<file path="src/rtl/aes_inv_pkg.sv">
// rtl/aes_inv_pkg.sv - shared types, constants and GF(2^8) helpers for the inverse round datapath
package aes_inv_pkg;

   localparam logic [1:0] MODE_128 = 2'b00;
   localparam logic [1:0] MODE_192 = 2'b01;
   localparam logic [1:0] MODE_256 = 2'b10;

   localparam logic [3:0] NR_128 = 4'd10;
   localparam logic [3:0] NR_192 = 4'd12;
   localparam logic [3:0] NR_256 = 4'd14;

   typedef enum logic [2:0] {IDLE, INIT, ROUND, FINAL, DONE} inv_state_t;

   // Mode 2'b11 falls into the 14-round case on purpose.
   function automatic logic [3:0] nr_of(input logic [1:0] mode);
      logic [3:0] nr;
      case (mode)
         MODE_128: nr = NR_128;
         MODE_192: nr = NR_192;
         default:  nr = NR_256;
      endcase
      return nr;
   endfunction

   function automatic logic [7:0] xtime(input logic [7:0] a);
      return {a[6:0], 1'b0} ^ (a[7] ? 8'h1b : 8'h00);
   endfunction

   function automatic logic [7:0] gf_mul(input logic [7:0] a, input logic [7:0] b);
      logic [7:0] p;
      logic [7:0] x;
      p = 8'h00;
      x = a;
      for (int i = 0; i < 8; i++) begin
         if (b[i]) p = p ^ x;
         x = xtime(x);
      end
      return p;
   endfunction

   // a^254 is the multiplicative inverse in GF(2^8), and maps 0 to 0.
   function automatic logic [7:0] gf_inv(input logic [7:0] a);
      logic [7:0] p;
      logic [7:0] r;
      p = a;
      r = 8'h01;
      for (int i = 1; i < 8; i++) begin
         p = gf_mul(p, p);
         r = gf_mul(r, p);
      end
      return r;
   endfunction

   function automatic logic [7:0] inv_sbox(input logic [7:0] s);
      logic [7:0] y;
      y = {s[6:0], s[7]} ^ {s[4:0], s[7:5]} ^ {s[1:0], s[7:2]} ^ 8'h05;
      return gf_inv(y);
   endfunction

endpackage

</file>
<file path="src/rtl/aes_inv_colword.sv">
// rtl/aes_inv_colword.sv - one column: InvSubBytes, key XOR, InvMixColumns (bypassable)
module aes_inv_colword
   import aes_inv_pkg::*;
(
   input  logic [31:0] col_in,
   input  logic [31:0] key_word,
   input  logic        bypass_mix,
   output logic [31:0] col_out
);

   logic [7:0] b [4];

   // Row 0 sits in the most significant byte of the word.
   always_comb begin
      for (int r = 0; r < 4; r++) begin
         b[r] = inv_sbox(col_in[31-8*r -: 8]) ^ key_word[31-8*r -: 8];
      end
      col_out = {b[0], b[1], b[2], b[3]};
      if (!bypass_mix) begin
         for (int r = 0; r < 4; r++) begin
            col_out[31-8*r -: 8] = gf_mul(b[r], 8'h0e) ^ gf_mul(b[(r+1)%4], 8'h0b)
                                 ^ gf_mul(b[(r+2)%4], 8'h0d) ^ gf_mul(b[(r+3)%4], 8'h09);
         end
      end
   end

endmodule

</file>
<file path="src/rtl/aes_inv_rounddata_seq.sv">
// rtl/aes_inv_rounddata_seq.sv - column-serial AES inverse cipher, round keys walked Nr down to 0
module aes_inv_rounddata_seq
   import aes_inv_pkg::*;
#(
   parameter int DATA_W = 128,
   parameter int WORD_W = 32
) (
   input  logic         clk,
   input  logic         reset,
   input  logic         start,
   input  logic [1:0]   mode,
   input  logic [127:0] data_in,
   input  logic [127:0] round_key,
   output logic [3:0]   key_round,
   output logic         busy,
   output logic         done,
   output logic [127:0] data_out
);

   if (DATA_W != 128 || WORD_W != 32) begin : g_param_check
      $error("aes_inv_rounddata_seq supports only DATA_W=128, WORD_W=32");
   end

   inv_state_t   state_q, state_d;
   logic [127:0] st_q, st_d;
   logic [127:0] acc_q, acc_d;
   logic [127:0] data_out_q, data_out_d;
   logic [3:0]   rnd_q, rnd_d;
   logic [1:0]   col_q, col_d;
   logic [127:0] shifted;
   logic [31:0]  w;
   logic [127:0] acc_shift;

   // Word h is the cipher column 3-h, so row r of word h comes from word (h+r)%4.
   for (genvar h = 0; h < 4; h++) begin : g_col
      for (genvar r = 0; r < 4; r++) begin : g_row
         assign shifted[32*h+31-8*r -: 8] = st_q[32*((h+r)%4)+31-8*r -: 8];
      end
   end

   aes_inv_colword u_colword (
      .col_in     (shifted[{col_q, 5'd0} +: 32]),
      .key_word   (round_key[{col_q, 5'd0} +: 32]),
      .bypass_mix (state_q == FINAL),
      .col_out    (w)
   );

   assign acc_shift = {w, acc_q[127:32]};
   assign data_out  = data_out_q;

   always_ff @(posedge clk or posedge reset) begin
      if (reset) state_q <= IDLE;
      else       state_q <= state_d;
   end

   always_ff @(posedge clk or posedge reset) begin
      if (reset) begin
         st_q       <= '0;
         acc_q      <= '0;
         data_out_q <= '0;
         rnd_q      <= '0;
         col_q      <= '0;
      end else begin
         st_q       <= st_d;
         acc_q      <= acc_d;
         data_out_q <= data_out_d;
         rnd_q      <= rnd_d;
         col_q      <= col_d;
      end
   end

   always_comb begin
      state_d = state_q;
      case (state_q)
         IDLE:    if (start) state_d = INIT;
         INIT:    state_d = ROUND;
         ROUND:   if (col_q == 2'd3 && rnd_q == 4'd1) state_d = FINAL;
         FINAL:   if (col_q == 2'd3) state_d = DONE;
         default: state_d = IDLE;
      endcase
   end

   always_comb begin
      st_d       = st_q;
      acc_d      = acc_q;
      data_out_d = data_out_q;
      rnd_d      = rnd_q;
      col_d      = col_q;
      case (state_q)
         IDLE: begin
            if (start) begin
               st_d  = data_in;
               rnd_d = nr_of(mode);
               col_d = 2'd0;
            end
         end
         INIT: begin
            st_d  = st_q ^ round_key;
            rnd_d = rnd_q - 4'd1;
            col_d = 2'd0;
         end
         ROUND, FINAL: begin
            acc_d = acc_shift;
            col_d = col_q + 2'd1;
            if (col_q == 2'd3) begin
               st_d = acc_shift;
               if (state_q == ROUND) rnd_d = rnd_q - 4'd1;
               else                  data_out_d = acc_shift;
            end
         end
         default: ;
      endcase
   end

   always_comb begin
      busy      = 1'b0;
      done      = 1'b0;
      key_round = 4'd0;
      case (state_q)
         INIT, ROUND, FINAL: begin
            busy      = 1'b1;
            key_round = rnd_q;
         end
         DONE:    done = 1'b1;
         default: ;
      endcase
   end

endmodule

</file>
<file path="config.mk">
export PLATFORM = sky130hd
export DESIGN_NAME = aes_inv_rounddata_seq
export DESIGN_NICKNAME = d
export VERILOG_FILES = /design/src/rtl/aes_inv_pkg.sv /design/src/rtl/aes_inv_colword.sv /design/src/rtl/aes_inv_rounddata_seq.sv
export SDC_FILE = /design/constraint.sdc
export NUM_CORES = 2
export LEC_CHECK = 0
export ABC_CLOCK_PERIOD_IN_PS = 32400
export BUFFER_PORTS_ARGS = -buffer_cell sky130_fd_sc_hd__clkbuf_2
export CAP_MARGIN = 20
export CORE_MARGIN = 2
export CORE_UTILIZATION = 35
export DETAILED_ROUTE_END_ITERATION = 7
export PLACE_DENSITY = 0.52
export SLEW_MARGIN = 10
export SYNTH_ARGS = -nofsm -noshare
export SYNTH_HDL_FRONTEND = slang
export SYNTH_HIERARCHICAL = 1
export SYNTH_SLANG_ARGS = --single-unit
</file>
<file path="constraint.sdc">
create_clock -name clk -period 32.4 [get_ports clk]
set_clock_uncertainty 0.2 [all_clocks]
set_input_delay 3.24 -clock clk [delete_from_list [all_inputs] [get_ports clk]]
set_output_delay 3.24 -clock clk [all_outputs]
set_load 0.05 [all_outputs]
</file>
* After elaboration in Yosys (flattened, before gate mapping)
Cells that the tools add are included.
** Cells by class
- $add $sub $neg :: 2
- Equal/unequal tests :: 12
- Shift operators :: 2
- Muxes and demuxes :: 878
- Bitwise gates (word level) :: 826
- Reduce and logical (&&, ||, !) cells :: 11
** Operators by type and width (count)
- $xor A8 B8 Y8 :: 792
- $mux W8 :: 456
- $mux W5 :: 380
- $pmux W128 S3 :: 1
- $mux W128 :: 2
- $shiftx A128 B8 Y32 :: 2
- $xor A128 B128 Y128 :: 1
- $mux W32 :: 1
- $mux W4 :: 8
- $mux W7 :: 4
- $not A1 Y1 const A :: 28
- $mux W6 :: 4
- $mux W3 :: 7
- $pmux W3 S4 :: 1
- $pmux W4 S3 :: 1
- $mux W2 :: 5
- $ne A2 B2 Y1 const B :: 5
- $reduce_and A3 Y1 :: 3
- $not A2 Y2 :: 4
- $eq A3 B2 Y1 const B :: 2
- $mux W1 :: 6
- $pmux W2 S3 :: 1
- $pmux W3 S2 :: 1
- $eq A4 B1 Y1 const B :: 1
- other kinds (15) :: 15
** Storage, ports and cells
- Bits in registers :: 393
- Logic and storage cells :: 1737

* Longest topological paths before layout
- Depth in word-level cells :: 145
- Gate-level depth with buffers :: 83
- Gate-level depth less buffers :: 69

* Modules after synthesis
The synthesis kept the hierarchy.
** By module, submodules not included
- aes_inv_colword :: instances 1, cells an instance 8700, area an instance 63211.9 um^2, sequential area each 0.0 um^2
- aes_inv_rounddata_seq :: instances 1, cells an instance 1934, area an instance 18756.7 um^2, sequential area each 9033.7 um^2

* Worst setup path after synthesis
No wires, ideal clock.
- Path kind :: register -> register
- Start point :: reg col_q[0]
- End point :: reg st_q[116]
- Setup time :: 125 ps
- Arrival time :: 18493 ps
- Data required time :: 32075 ps
- Setup slack :: 13581 ps
- Cell stages (with the launch flop) :: 77
- Buffers on the path :: 9
- Clock period less this slack :: 18819 ps
- Cell sequence :: dfrtp_1 > buf_2 > buf_2 > mux4_2 > xnor2_2 > xnor2_2 > inv_2 > buf_4 > ha_1 > xnor2_1 > xor2_1 > o32ai_1 > a31oi_2 > xnor2_2 > inv_2 > buf_2 > buf_1 > ha_1 > (+41 left out) > buf_4 > a211oi_1 > a31o_2 > a31oi_1 > nand2_1 > a311oi_1 > xnor2_1 > mux2i_1 > xor2_1 > nor2_1 > a211oi_1 > xnor3_1 > xnor3_2 > xnor3_2 > xor3_1 > mux2_2 > a221oi_1 > o2bb2ai_1
** Between the ends
- Word-level cells in the longest chain between the ends :: 141
- Elaborated cells on any way between the ends :: 1608
- Those cells by class :: eq/ne (2); shift (2); mux (837); bitwise (766); reduce/logical (1)
** RTL lines
- start, declared :: RTL line aes_inv_rounddata_seq.sv:29 : logic [1:0] col_q, col_d;
- start signal, assigned :: RTL line aes_inv_rounddata_seq.sv:68 : col_q <= col_d;
- $shiftx A128 B8 Y32 :: RTL line aes_inv_rounddata_seq.sv:42 : .col_in (shifted[{col_q, 5'd0} +: 32]),
- $xor A8 B8 Y8 (2 in series) :: RTL line aes_inv_pkg.sv:56 : y = {s[6:0], s[7]} ^ {s[4:0], s[7:5]} ^ {s[1:0], s[7:2]} ^ 8'h05;
- $mux W5 / $not A2 Y2 (equally long branches)
- $xor A8 B8 Y8 / $mux W8 (equally long branches) :: RTL line aes_inv_pkg.sv:26, aes_inv_pkg.sv:35
- $xor A8 B8 Y8 :: RTL line aes_inv_pkg.sv:35 : if (b[i]) p = p ^ x;
- $mux W8 :: RTL line aes_inv_pkg.sv:35
- $xor A8 B8 Y8 :: RTL line aes_inv_pkg.sv:35
- $mux W8 :: RTL line aes_inv_pkg.sv:35
- (+124 left out)
- $xor A8 B8 Y8 :: RTL line aes_inv_pkg.sv:35
- $mux W8 :: RTL line aes_inv_colword.sv:19 : if (!bypass_mix) begin
- $xor A8 B8 Y8 :: RTL line aes_inv_colword.sv:21 : col_out[31-8*r -: 8] = gf_mul(b[r], 8'h0e) ^ gf_mul(b[(r+1)%4], 8'h0b)
- $xor A8 B8 Y8 (2 in series) :: RTL line aes_inv_colword.sv:22 : ^ gf_mul(b[(r+2)%4], 8'h0d) ^ gf_mul(b[(r+3)%4], 8'h09);
- $mux W32 (*) :: RTL line aes_inv_colword.sv:19
- net w[20] :: RTL line aes_inv_rounddata_seq.sv:31 : logic [31:0] w;
- $mux W128 (*) :: RTL line aes_inv_rounddata_seq.sv:105 : if (col_q == 2'd3) begin
- $pmux W128 S3 (*) :: RTL line aes_inv_rounddata_seq.sv:89 : case (state_q)
- end signal, assigned :: RTL line aes_inv_rounddata_seq.sv:64 : st_q <= st_d;
- end, declared :: RTL line aes_inv_rounddata_seq.sv:25 : logic [127:0] st_q, st_d;
The timed path passes the listed nets; every way through them passes the cells marked *. The select of a mux whose other input is x is not followed.
A chain may end at the register's enable or synchronous reset.

* Final worst setup path
- Start point :: reg col_q[1]
- End point :: reg st_q[108]
The elaborated chain is that of the path after synthesis.

==> results.toml <==
[status]
status = "complete, no violations"

[detailed_routing]
wl_per_cell_microns = 21.99
drtIter0Drc = 7092
via_count = 77949
drc = 0
ant_nets = 0
viasPerCell = 5.655
dr.pass1.iters = 8
wirelength_mm = 303.1

[yosys]
synth_top_area_share = 0.1956
ys.flop_type = "dfrtp_1"
synth-edff-count = 0
synth_seq_area_share = 0.1102
yosysWarnings = 6
yosysTopAreaCell = "xnor2_1"
synthesis.nets = 10926
ys_ff_latch = 361
synth_cell_type_count = 123
syn_avg_cell_area_sq_um = 7.708
synthCells = 10634
syn_area_sq_um = 81970
async_reset_ff_frac = 1.000
yosys-top-cells-area = "xnor2_1, dfrtp_1, xnor3_1, nand2_1, xor2_1"

[timing]
rsz0062_at_grt = "false"
fin_tns_setup_ps = 0
timing_hold_violations_final = 0
worst_slew_pin_slew_ps = 1183
timing.final.crit_period_ps = 24310
setup_viol = 0
slew_violations = 0
holdWs_ps = 274.6
fmax_mhz = 41.14
setup_ws_ps = 8091
finalCritPeriodShare = 0.7503
relSlewSlack = 0.2060

[placed_design]
port_buffers = 394
place_worst_setup_slack_ps = 8361
hpwl_mm = 223.4
gp_congestion = 0.9319
placed_cell_area_sq_um = 87000

[worst_setup_path]
cp.arrival_ps = 24580
endpoint_kind = "flip-flop"
slowest_stage = "xnor3_1"
startpoint_type = "flip-flop"
critPathKind = "reg -> reg"
cp_common_cell = "xnor2_1"
r2r_slack_ps = 8090
cpPeakStageDelay_ps = 930
cp-startpoint = "col_q[1]"
timing.rr.start = "col_q[1]"
required_ps = 32670
cp_max_fo = 48

[final_layout]
final_cell_mix = "xnor2_1, nand2_1, nor2_1"
nets = 10898
final_area_sq_um = 88490
layout_commonest_cell = "xnor2_1"
regArea_sq_um = 9046
drive_gt1_frac = 0.1275
n_fill_cell = 24087
multi_input_area_sq_um = 69480
syn2layout_area_growth_pct = 7.962

[global_routing]
grt_pass1_vias = 74223
antenna_found_initial = 17
grt_overflow = 0
grt_max_degree = 136
grt_pass1_wl_mm = 464.7
track_usage = 0.2447

[clocking]
cts_tree = "yes"
cts_resized = 0
cts_buffer_depth = 3
holdBufCountCts = 0
clk_pin_slew_ps = 60
htreeDepth = 2
clock_sinks = 361
clk_latency_ps = 620
cts_buffers = 41
ctsRootBufferMaster = "clkbuf_16"
postCtsSetupRepairBufs = 0

[die]
die_area_sq_um = 238100
die_h_microns = 487.9
start_util = 0.3522
die_w_microns = 487.9
fp.coreArea_sq_um = 232800
ios = 395
rows = 177

[worst_hold_path]
worst_hold_startpoint = "data_out[23]"
min_path_type = "reg -> reg"

[flow_run]
drv_cap = 0
==> per-stage QoR <==
step                        util  instances
after detailed placement  0.3738      13686
after global routing      0.3802      13780
after global placement    0.3736      13682
after floorplan                -      10634
final                     0.3802      13784
after CTS                 0.3797      13761
==> layout make-up <==
class                           instances  share of cell area
Multi-Input combinational cell       9402              0.7851
Sequential cell                       361              0.1022
Timing Repair Buffer                  679             0.04719
Tap cell                             3132             0.04428
Clock buffer                           52             0.01253
Inverter                              121            0.005302
Clock inverter                         23            0.002927
Antenna cell                           14           0.0003959
==> cells in the mapped netlist (82+ instances only) <==
cell type,instances
nor3_1,231
xnor3_1,307
nand3_1,305
dfrtp_1,361
nand2b_1,96
buf_2,203
inv_1,90
o21ai_0,382
mux2i_1,238
nand2_1,1650
xnor2_1,1831
nor2_1,1215
clkbuf_1,413
xor2_1,596
a31oi_1,82
o22ai_1,156
a21oi_1,445
a22oi_1,157
o211ai_2,94
xnor2_2,131
o211ai_1,82
==> worst paths after layout <==
check	to	cells after the start
setup / recovery	st_q[108]	69
hold / removal	data_out[23]	2
setup reg to reg	st_q[108]	69
hold reg to reg	data_out[23]	2
max in group asynchronous	acc_q[94]	4
min in group asynchronous	data_out[9]	2
==> critical path, delay by kind of cell (launching register included) <==
family | cells | cell delay (ps)
xor+xnor | 29 | 11660
simple gates | 11 | 2250
flops | 1 | 620
buf+inv | 6 | 1680
mux | 3 | 1420
compound gates | 17 | 4900
fa+ha+maj | 3 | 1330
==> flip-flops by register name, summed over array words and instances (netlist names) <==
register and count:
rnd_q 4, data_out 128, acc_q 96, st_q 128, state_q 3, col_q 2
==> metal layers <==
metal / track usage / share of wire
met1: 0.3375 / 0.44
met2: 0.3958 / 0.46
met3: 0.02336 / 0.061
met4: 0.08709 / 0.038
met5: 0 / 0.00014
==> logic make-up after synthesis <==
kind of cell | count (synthesis) | synth area share
and+or+nand+nor | 3963 | 0.2092
xor gates and xnor gates | 2965 | 0.3964
AOI/OAI and AO/OA | 2061 | 0.1730
buffers and inverters | 871 | 0.04793
muxes | 379 | 0.05811
DFF | 361 | 0.1102
adders and majority gates | 34 | 0.005098
Power is not shown: default switching activity piles up to over one toggle a cycle in this logic, so the estimate is an artifact.
